<file path="src/rtl/imem_loader.sv">
// rtl/imem_loader.sv - streams instruction words into IMEM, then enables the CPU
// Optional read-back checksum verify pass: define IMEM_LOADER_VERIFY_EN
module imem_loader #(
   parameter int ADDR_W = 9,
   parameter int DATA_W = 32
) (
   input  logic              clk,
   input  logic              arst,
   input  logic              start,
   input  logic              stop,
   input  logic [31:0]       load_base,
   input  logic [ADDR_W:0]   load_count,
   input  logic              s_valid,
   input  logic [DATA_W-1:0] s_data,
   output logic              s_ready,
   output logic [31:0]       addr_ext,
   output logic              wen_ext,
   output logic              ren_ext,
   output logic [DATA_W-1:0] wdata_ext,
   input  logic [DATA_W-1:0] rdata_ext,
   output logic              cpu_enable,
   output logic              busy,
   output logic              done,
   output logic              error
);

   localparam logic [ADDR_W:0] DEPTH = {1'b1, {ADDR_W{1'b0}}};
   localparam logic [ADDR_W:0] ONE   = {{ADDR_W{1'b0}}, 1'b1};

   typedef enum logic [1:0] {
      S_IDLE   = 2'd0,
      S_LOAD   = 2'd1,
`ifdef IMEM_LOADER_VERIFY_EN
      S_VERIFY = 2'd2,
`endif
      S_RUN    = 2'd3
   } state_t;

   state_t            r_state;
   logic [31:0]       r_base;
   logic [ADDR_W:0]   r_count;
   logic [ADDR_W:0]   r_idx;
   logic              r_s_ready;
   logic [31:0]       r_addr;
   logic              r_wen;
   logic [DATA_W-1:0] r_wdata;
   logic              r_cpu_en;
   logic              r_busy;
   logic              r_done;
   logic              r_error;

   logic              w_accept;
   logic [ADDR_W:0]   w_idx_next;
   logic [31:0]       w_wr_addr;

   assign w_accept   = (r_state == S_LOAD) && r_s_ready && s_valid;
   assign w_idx_next = r_idx + ONE;
   assign w_wr_addr  = r_base + (32'(r_idx) << 2);

`ifdef IMEM_LOADER_VERIFY_EN
   logic              r_ren;
   logic              r_rpend;
   logic [ADDR_W:0]   r_ridx;
   logic [ADDR_W:0]   r_rcnt;
   logic [DATA_W-1:0] r_wsum;
   logic [DATA_W-1:0] r_rsum;
   logic [31:0]       w_rd_addr;
   logic [DATA_W-1:0] w_rsum_next;

   assign w_rd_addr   = r_base + (32'(r_ridx) << 2);
   assign w_rsum_next = r_rsum ^ rdata_ext;
   assign ren_ext     = r_ren;
`else
   assign ren_ext     = 1'b0;
`endif

   always_ff @(posedge clk or posedge arst) begin
      if (arst) begin
         r_state   <= S_IDLE;
         r_base    <= '0;
         r_count   <= '0;
         r_idx     <= '0;
         r_s_ready <= 1'b0;
         r_addr    <= '0;
         r_wen     <= 1'b0;
         r_wdata   <= '0;
         r_cpu_en  <= 1'b0;
         r_busy    <= 1'b0;
         r_done    <= 1'b0;
         r_error   <= 1'b0;
`ifdef IMEM_LOADER_VERIFY_EN
         r_ren     <= 1'b0;
         r_rpend   <= 1'b0;
         r_ridx    <= '0;
         r_rcnt    <= '0;
         r_wsum    <= '0;
         r_rsum    <= '0;
`endif
      end else begin
         r_wen <= 1'b0;
         case (r_state)
            S_IDLE: begin
               if (start) begin
                  if (load_count > DEPTH) begin
                     r_error <= 1'b1;
                  end else begin
                     r_error <= 1'b0;
                     r_base  <= load_base;
                     r_count <= load_count;
                     r_idx   <= '0;
`ifdef IMEM_LOADER_VERIFY_EN
                     r_wsum  <= '0;
`endif
                     if (load_count == '0) begin
                        r_state  <= S_RUN;
                        r_cpu_en <= 1'b1;
                        r_done   <= 1'b1;
                     end else begin
                        r_state   <= S_LOAD;
                        r_s_ready <= 1'b1;
                        r_busy    <= 1'b1;
                     end
                  end
               end
            end
            S_LOAD: begin
               if (w_accept) begin
                  r_wen     <= 1'b1;
                  r_wdata   <= s_data;
                  r_addr    <= w_wr_addr;
                  r_idx     <= w_idx_next;
                  r_s_ready <= (w_idx_next < r_count);
`ifdef IMEM_LOADER_VERIFY_EN
                  r_wsum    <= r_wsum ^ s_data;
`endif
               end else if (!r_s_ready) begin
                  // every word accepted; the final write is on the bus this cycle
`ifdef IMEM_LOADER_VERIFY_EN
                  r_state <= S_VERIFY;
                  r_ridx  <= '0;
                  r_rcnt  <= '0;
                  r_rsum  <= '0;
                  r_ren   <= 1'b0;
                  r_rpend <= 1'b0;
`else
                  r_state  <= S_RUN;
                  r_busy   <= 1'b0;
                  r_cpu_en <= 1'b1;
                  r_done   <= 1'b1;
`endif
               end
            end
`ifdef IMEM_LOADER_VERIFY_EN
            S_VERIFY: begin
               if (r_ridx < r_count) begin
                  r_ren  <= 1'b1;
                  r_addr <= w_rd_addr;
                  r_ridx <= r_ridx + ONE;
               end else begin
                  r_ren  <= 1'b0;
               end
               r_rpend <= r_ren;
               if (r_rpend) begin
                  r_rsum <= w_rsum_next;
                  r_rcnt <= r_rcnt + ONE;
                  if (r_rcnt == r_count - ONE) begin
                     r_busy <= 1'b0;
                     r_ren  <= 1'b0;
                     if (w_rsum_next == r_wsum) begin
                        r_state  <= S_RUN;
                        r_cpu_en <= 1'b1;
                        r_done   <= 1'b1;
                     end else begin
                        r_state <= S_IDLE;
                        r_error <= 1'b1;
                     end
                  end
               end
            end
`endif
            S_RUN: begin
               if (stop) begin
                  r_state  <= S_IDLE;
                  r_cpu_en <= 1'b0;
                  r_done   <= 1'b0;
               end
            end
            default: r_state <= S_IDLE;
         endcase
      end
   end

   assign s_ready    = r_s_ready;
   assign addr_ext   = r_addr;
   assign wen_ext    = r_wen;
   assign wdata_ext  = r_wdata;
   assign cpu_enable = r_cpu_en;
   assign busy       = r_busy;
   assign done       = r_done;
   assign error      = r_error;

endmodule

</file>
<file path="config.mk">
export PLATFORM = sky130hd
export DESIGN_NAME = imem_loader
export DESIGN_NICKNAME = d
export VERILOG_FILES = /design/src/rtl/imem_loader.sv
export SDC_FILE = /design/constraint.sdc
export NUM_CORES = 1
export LEC_CHECK = 0
export CAP_MARGIN = 20
export CORE_UTILIZATION = 47
export DETAILED_ROUTE_END_ITERATION = 6
export GPL_ROUTABILITY_DRIVEN = 0
export PLACE_DENSITY = 0.8
export REMOVE_ABC_BUFFERS = 1
export SYNTH_ARGS = -nofsm -noshare
export SYNTH_HDL_FRONTEND = slang
export SYNTH_SLANG_ARGS = --single-unit
</file>
<file path="constraint.sdc">
create_clock -name clk -period 5.3 [get_ports clk]
set_input_delay 1.06 -clock clk [delete_from_list [all_inputs] [get_ports clk]]
set_output_delay 1.06 -clock clk [all_outputs]
set_load 0.05 [all_outputs]
</file>
==> flow_metrics.tcl, run 1 <==
set metrics [dict create \
    ys_seq_elements 123 \
    crit_path_max_incr_delay_ps 470 \
    synthDistinctLibCells 45 \
    ys_seq_area_share_pct 51.2 \
    synth.cell_area_sq_um 6010 \
    worstRegToRegCells 10 \
    clk_pin_slew_worst_paths_ps 50 \
    die_w_um 115 \
    crit_arrival_ps 3330 \
    worstHoldPathType "reg2reg" \
    synth_async_sr_flop_share_pct 100 \
    critical_path.startpoint_type "input pin" \
    finalClockSkew_ps 7.51 \
    timing.reg2reg.setup_slack_ps 2620 \
    synthesis_to_layout_area_growth_pct 35.6 \
    worst_hold_path.endpoint "wdata_ext[1]" \
    final_area_sq_um 8150 \
    cp_common_cell "nand2_1" \
    routed_wirelength_mm 13.2 \
    die_height_um 115 \
    cts_sinks 123 \
    power-per-cell-area_nw_per_um2 661 \
    placement.io_buffers 148 \
    overflow 0 \
    number_of_cells_produced_by_synthesis 585 \
    slowest_stage "or2_2" \
    coreArea_sq_um 12200 \
    grt_use_total_pct 21.4 \
    design.die.area_sq_um 13200 \
    dominant_combinational_cell_family_by_area_after_synthesis "simple AND/OR/NAND/NOR gates" \
    postPlaceCellArea_sq_um 7560 \
    detailed_place_hpwl_mm 9.17 \
    worst_setup_path_end_kind "flip-flop" \
    pin_count 182 \
    run_status "completed" \
    synth_compound_area_share_pct 7.21 \
    timing.critical_path.required_ps 5560 \
    max-cap-violations 0 \
    cts_max_level 4 \
    reg2reg_from "r_idx[0]" \
    synth_top_area_share_pct 51.2 \
    holdBufCountCts 0 \
    place_ws_ps 1810 \
    tightestPinTransition_ps 1010 \
    min_period_ps 3070 \
    worst_skew_pair.late_latency_ps 420 \
    rsz0062_at_grt "false" \
    crit_path_start "load_count[6]" \
    top_reg_cell_synth "dfrtp_1" \
    antenna_cells 0 \
    synth.largest_area_cell "dfrtp_1" \
    cts_repair_resize_count 0 \
    final-setup-viol-count 0 \
    antenna_left 0 \
    layout_setup_ws_ps 2230 \
    ys.warnings.count 0 \
    slew_viol_final 0 \
    number_of_enable_type_register_cells_in_the_synthesized_netlist 0 \
    rr_endpoint "addr_ext[24]" \
    route.detailed.wl_per_inst_um 14.5 \
    dr.first_iter.drc_count 197 \
    ctsRootBufferMaster "clkbuf_16" \
    firstDrtPassIters 4 \
    synthSimpleGateAreaFrac_pct 17.0 \
    clockBufferDepth 2 \
    whs_path_depth 2 \
    layout_worst_path_cycle_share_pct 57.9 \
    cts_made_buffers 17 \
    critical_path.top_delay_family "simple AND/OR/NAND/NOR gates" \
    path_class "in2reg" \
    timing.slew.headroom_pct 33.0 \
    drc_errors 0 \
    synth.area.mux_share_pct 10.4 \
    avg_synthesized_cell_area_sq_um 10.3 \
    top_cells_by_area_synth "dfrtp_1, nand2_1, mux2_4" \
    initial_utilization_pct 49.2 \
    grt_antenna_before_repair 0 \
    max_frequency_mhz 326 \
    clock_tree_from_tritoncts "yes" \
    critical_path.cell_chain "clkdlybuf4s50_1 > nor4_1 > a31oi_1 > or2_2 > buf_4 > nand2_1 > o21ai_0 > nand2_1 > o31ai_1" \
    post_synth_xor_area_fraction_pct 5.25 \
    crit_buf_inv 2 \
    worstHoldStart "wdata_ext[1]" \
    timing.setup.tns_ps 0 \
    synth_commonest_cells "nand2_1, dfrtp_1, mux2_4" \
    post_synth_fa_ha_maj_area_fraction_pct 4.50 \
    synth.most_common_cell "nand2_1" \
    drive_gt1_share_pct 11.9 \
    grt_pass1_wl_mm 21.6 \
    viasPerCell 4.99 \
    irDropWorstVdd_mv 0.368 \
    number_of_global_route_vias_before_repair 4520 \
    vias 4558 \
    hold_viol 0 \
    grt_max_degree 108 \
    worst_path_max_fanout 19 \
    fp-row-count 40 \
    p_leak_nw 3.88 \
    cts_setup_buffers 0 \
    fin_nets 864 \
]
sequential cells by signal, indices dropped and copies added (netlist names):
signal,cells
addr_ext,32
r_base,32
wdata_ext,32
r_count,10
r_idx,10
r_state,2
busy,1
done,1
error,1
s_ready,1
wen_ext,1
layout by cell type (no fill, tap or decap), types with 3 or more instances in the layout:
cell,instances
a21o_1,7
a21oi_1,13
and3_1,6
buf_4,4
clkbuf_16,17
clkbuf_8,5
clkdlybuf4s50_1,148
clkinv_2,5
clkinvlp_4,3
dfrtp_1,123
ha_1,20
inv_1,19
mux2_4,40
nand2_1,171
nand3_1,18
nand4_1,5
nor2_1,23
nor2b_1,3
nor3_1,4
nor3b_1,3
o21ai_0,37
o21ai_1,4
xnor2_1,24
xor2_1,12
worst min-delay path: stages (launching register included):
cell     delay (ps)
dfrtp_1         330
nand2_1          50
nand2_1          50
where the power goes:
part / internal, mW / total (mW) / switching, mW
Clock: 0.656 / 1.06 / 0.407
Combinational: 1.03 / 2.64 / 1.61
Sequential: 1.37 / 1.69 / 0.315
Total: 3.05 / 5.39 / 2.33
kinds of logic (layout without fill, tap and decap cells):
family / count (synthesis) / in the layout
xor+xnor: 36 / 36
other cells: 1 / 1
mux: 42 / 42
fa+ha+maj: 21 / 21
simple gates: 243 / 243
flops: 123 / 123
compound gates: 73 / 73
buf+inv: 46 / 206
final cells by class:
type / instances / area (sq um)
Sequential cell: 123 / 3080
Inverter: 21 / 81.3
Clock inverter: 10 / 65.1
Timing Repair Buffer: 153 / 1540
Clock buffer: 22 / 494
Fill cell: 983 / 4060
Multi-Input combinational cell: 416 / 2680
Tap cell: 168 / 210
metal layers:
metal | up-vias | wire, um | GRT usage (%)
met5 | - | 0 | 0
met4 | 0 | 233 | 9.26
met3 | 17 | 734 | 5.11
met2 | 146 | 6470 | 35.7
met1 | 2158 | 5780 | 26.6
li1 | 2237 | - | -
through the flow:
| step | hold WS, ps | std cells | power, mW | utilization [%] |
|---|---|---|---|---|
| after floorplan | 439 | 560 | 3.50 | - |
| after global placement | 452 | 880 | 4.25 | 61.9 |
| after detailed placement | 462 | 880 | 4.33 | 61.9 |
| after CTS | 476 | 912 | 5.43 | 66.5 |
| after global routing | 499 | 913 | 5.72 | 66.7 |
| final | 472 | 913 | 5.39 | 66.7 |
how the worst max path moves through the flow:
stage                          end  cells past startpoint
after floorplan            s_ready                      4
after global placement    r_idx[5]                      9
after detailed placement  r_idx[5]                      9
after CTS                 r_idx[5]                      9
after global routing      r_idx[5]                      9
final                     r_idx[5]                      9
Power figures use the tool's default switching activity.
==> inputs of run 2 (changes only) <==
--- a/config.mk
+++ b/config.mk
@@ -6,10 +6,10 @@
 export NUM_CORES = 1
 export LEC_CHECK = 0
 export CAP_MARGIN = 20
-export CORE_UTILIZATION = 47
+export CORE_UTILIZATION = 43
 export DETAILED_ROUTE_END_ITERATION = 6
 export GPL_ROUTABILITY_DRIVEN = 0
-export PLACE_DENSITY = 0.8
+export PLACE_DENSITY = 0.77
 export REMOVE_ABC_BUFFERS = 1
 export SYNTH_ARGS = -nofsm -noshare
 export SYNTH_HDL_FRONTEND = slang
==> constraint.sdc (replaced) <==
create_clock -name clk -period 2.5 [get_ports clk]
set_input_delay 0.5 -clock clk [delete_from_list [all_inputs] [get_ports clk]]
set_output_delay 0.5 -clock clk [all_outputs]
set_load 0.05 [all_outputs]
==> run 2 against run 1 <==
Utilization down 5.0 points. Count of clock-buffer cells in the layout up 3. Total power up 120%. Largest power group unchanged. Critical path type is now reg2reg. Cell count up 2.1%. Non-clock buffer count up 11.
==> flow_metrics.tcl, run 2 (synthesized netlist as in run 1, its figures left out) <==
set metrics [dict create \
    crit_arrival_ps 2550 \
    finalClockSkew_ps 6.74 \
    timing.critical_path.required_ps 2760 \
    pin_count 182 \
    run_status "completed" \
    firstDrtPassIters 5 \
    reg2reg_from "r_base[2]" \
    worst_path_max_fanout 7 \
    whs_path_depth 2 \
    critical_path.cell_chain "ha_1 > inv_1 > fa_1 > nor2b_1 > nor3_1 > o21ai_1 > buf_4 > a22oi_2 > nor2_1 > xnor2_1 > o21ai_0" \
    placement.io_buffers 148 \
    drc_errors 0 \
    intPower_mw 6.72 \
    die_height_um 120 \
    number_of_global_route_vias_before_repair 4709 \
    fin_nets 875 \
    cp.depth 11 \
    routed_wirelength_mm 13.4 \
    crit_path_max_incr_delay_ps 390 \
    final_core_util_pct 61.7 \
    critical_path.top_delay_family "compound AO/OA/AOI/OAI gates" \
    path_class "reg2reg" \
    combPwrFrac_pct 48.9 \
    drive_gt1_share_pct 12.8 \
    power-per-cell-area_nw_per_um2 1400 \
    clock_tree_from_tritoncts "yes" \
    synthesis_to_layout_area_growth_pct 38.2 \
    worstRegToRegCells 11 \
    fp-row-count 42 \
    grt_antenna_before_repair 0 \
    viasPerCell 4.98 \
    overflow 0 \
    vias 4638 \
    postPlaceCellArea_sq_um 7710 \
    slowest_stage "a22oi_2" \
    holdBufCountCts 0 \
    cts_max_level 4 \
    tightestPinTransition_ps 551 \
    top_library_cells_by_usage_in_the_layout_fill_and_taps_aside "nand2_1, clkdlybuf4s50_1, dfrtp_1, mux2_4, o21ai_0" \
    route.detailed.wl_per_inst_um 14.4 \
    power.total_mw 11.6 \
    dr.first_iter.drc_count 274 \
    multi_input_comb_area_sq_um 2690 \
    ctsRootBufferMaster "clkbuf_16" \
    hold_viol 0 \
    timing.reg2reg.setup_slack_ps 210 \
    timing.slew.headroom_pct 63.2 \
    worst_setup_path_end_kind "flip-flop" \
    worst_setup_path_endpoint "addr_ext[26]" \
    initial_utilization_pct 44.7 \
    antenna_cells 0 \
    rr_endpoint "addr_ext[26]" \
    die_w_um 120 \
    max_frequency_mhz 438 \
    clockPowerShare_pct 20.5 \
    grt_max_degree 55 \
    layout_commonest_cell "nand2_1" \
    worst_skew_pair.late_latency_ps 410 \
    area_used_by_sequential_logic_in_the_layout_sq_um 3080 \
    grt_use_total_pct 20.0 \
    design.die.area_sq_um 14400 \
    fillers 1125 \
    detailed_place_hpwl_mm 9.83 \
    cts_sinks 123 \
    max-cap-violations 0 \
    clk_pin_slew_worst_paths_ps 60 \
    min_period_ps 2290 \
    p_leak_nw 3.97 \
    layout_worst_path_cycle_share_pct 91.4 \
    crit_path_start "r_base[2]" \
    irDropWorstVdd_mv 0.735 \
    crit_buf_inv 2 \
    rsz0062_at_grt "false" \
    final-setup-viol-count 0 \
    cts_made_buffers 17 \
    clockBufferDepth 2 \
    antenna_left 0 \
    p_sw_share_pct 42.3 \
    critical_path.startpoint_type "flip-flop" \
    seq_power_share_pct 30.7 \
    worstHoldPathType "reg2reg" \
    grt_pass1_wl_mm 22.4 \
    final_area_sq_um 8300 \
    coreArea_sq_um 13500 \
    p_sw_mw 4.92 \
    slew_viol_final 0 \
]
-- run 2: changes by cell type in the layout (fill, tap and decap cells not counted), moves of 2 or more --
| cell | change |
|---|---|
| buf_12 | +4 |
| buf_4 | +8 |
| bufinv_16 | +2 |
| clkinvlp_4 | -2 |
| clkbuf_1 | +4 |
-- run 2: layout make-up --
cell class | count | share of cell area (%)
Tap cell | 176 | 2.65
Sequential cell | 123 | 37.1
Clock inverter | 7 | 1.05
Multi-Input combinational cell | 416 | 32.4
Timing Repair Buffer | 164 | 19.9
Clock buffer | 25 | 5.97
Inverter | 21 | 0.980
-- run 2: power by group through the flow --
stage	clock network, mW	registers, mW	logic (mW)
after floorplan	0	5.29	2.13
after CTS	2.43	3.57	5.73
after global routing	2.54	3.70	6.10
final	2.38	3.57	5.69
after global placement	0	3.53	5.58
after detailed placement	0	3.59	5.70
-- run 2: what timing repair did --
action / in CTS / in global routing
setup endpoints to repair: 0 / 2
resized for setup: 0 / 1
buffers inserted: 0 / 0
-- run 2: worst min path at each step --
stage,from,slack (ps),end
2_1_floorplan,r_base[0],440,addr_ext[0]
3_3_place_gp,r_base[1],450,addr_ext[1]
3_5_place_dp,wdata_ext[13],460,wdata_ext[13]
4_1_cts,wdata_ext[13],480,wdata_ext[13]
5_1_grt,addr_ext[19],500,addr_ext[19]
6_report,addr_ext[1],470,addr_ext[1]
-- run 2: layer usage --
layer  vias up  track usage [%]  share of wire (%)
met3        18             5.24                5.3
met5         -                0                  0
li1       2259                -                  -
met4         0             6.48                1.3
met1      2216             25.2                 45
met2       145             33.3                 48
-- run 2: through the flow --
stage	std cells	setup slack [ps]	hold slack (ps)	setup TNS [ps]
after floorplan	560	-1790	439	-267170
final	932	214	469	0
after detailed placement	900	56.4	462	0
after global routing	932	24.4	504	0
after global placement	900	48.2	454	0
after CTS	932	168	475	0
-- run 2: worst min-delay path, stage by stage, from the launching register on --
cell and delay (ps):
dfrtp_1 330, nand2_1 50, nand2_1 50
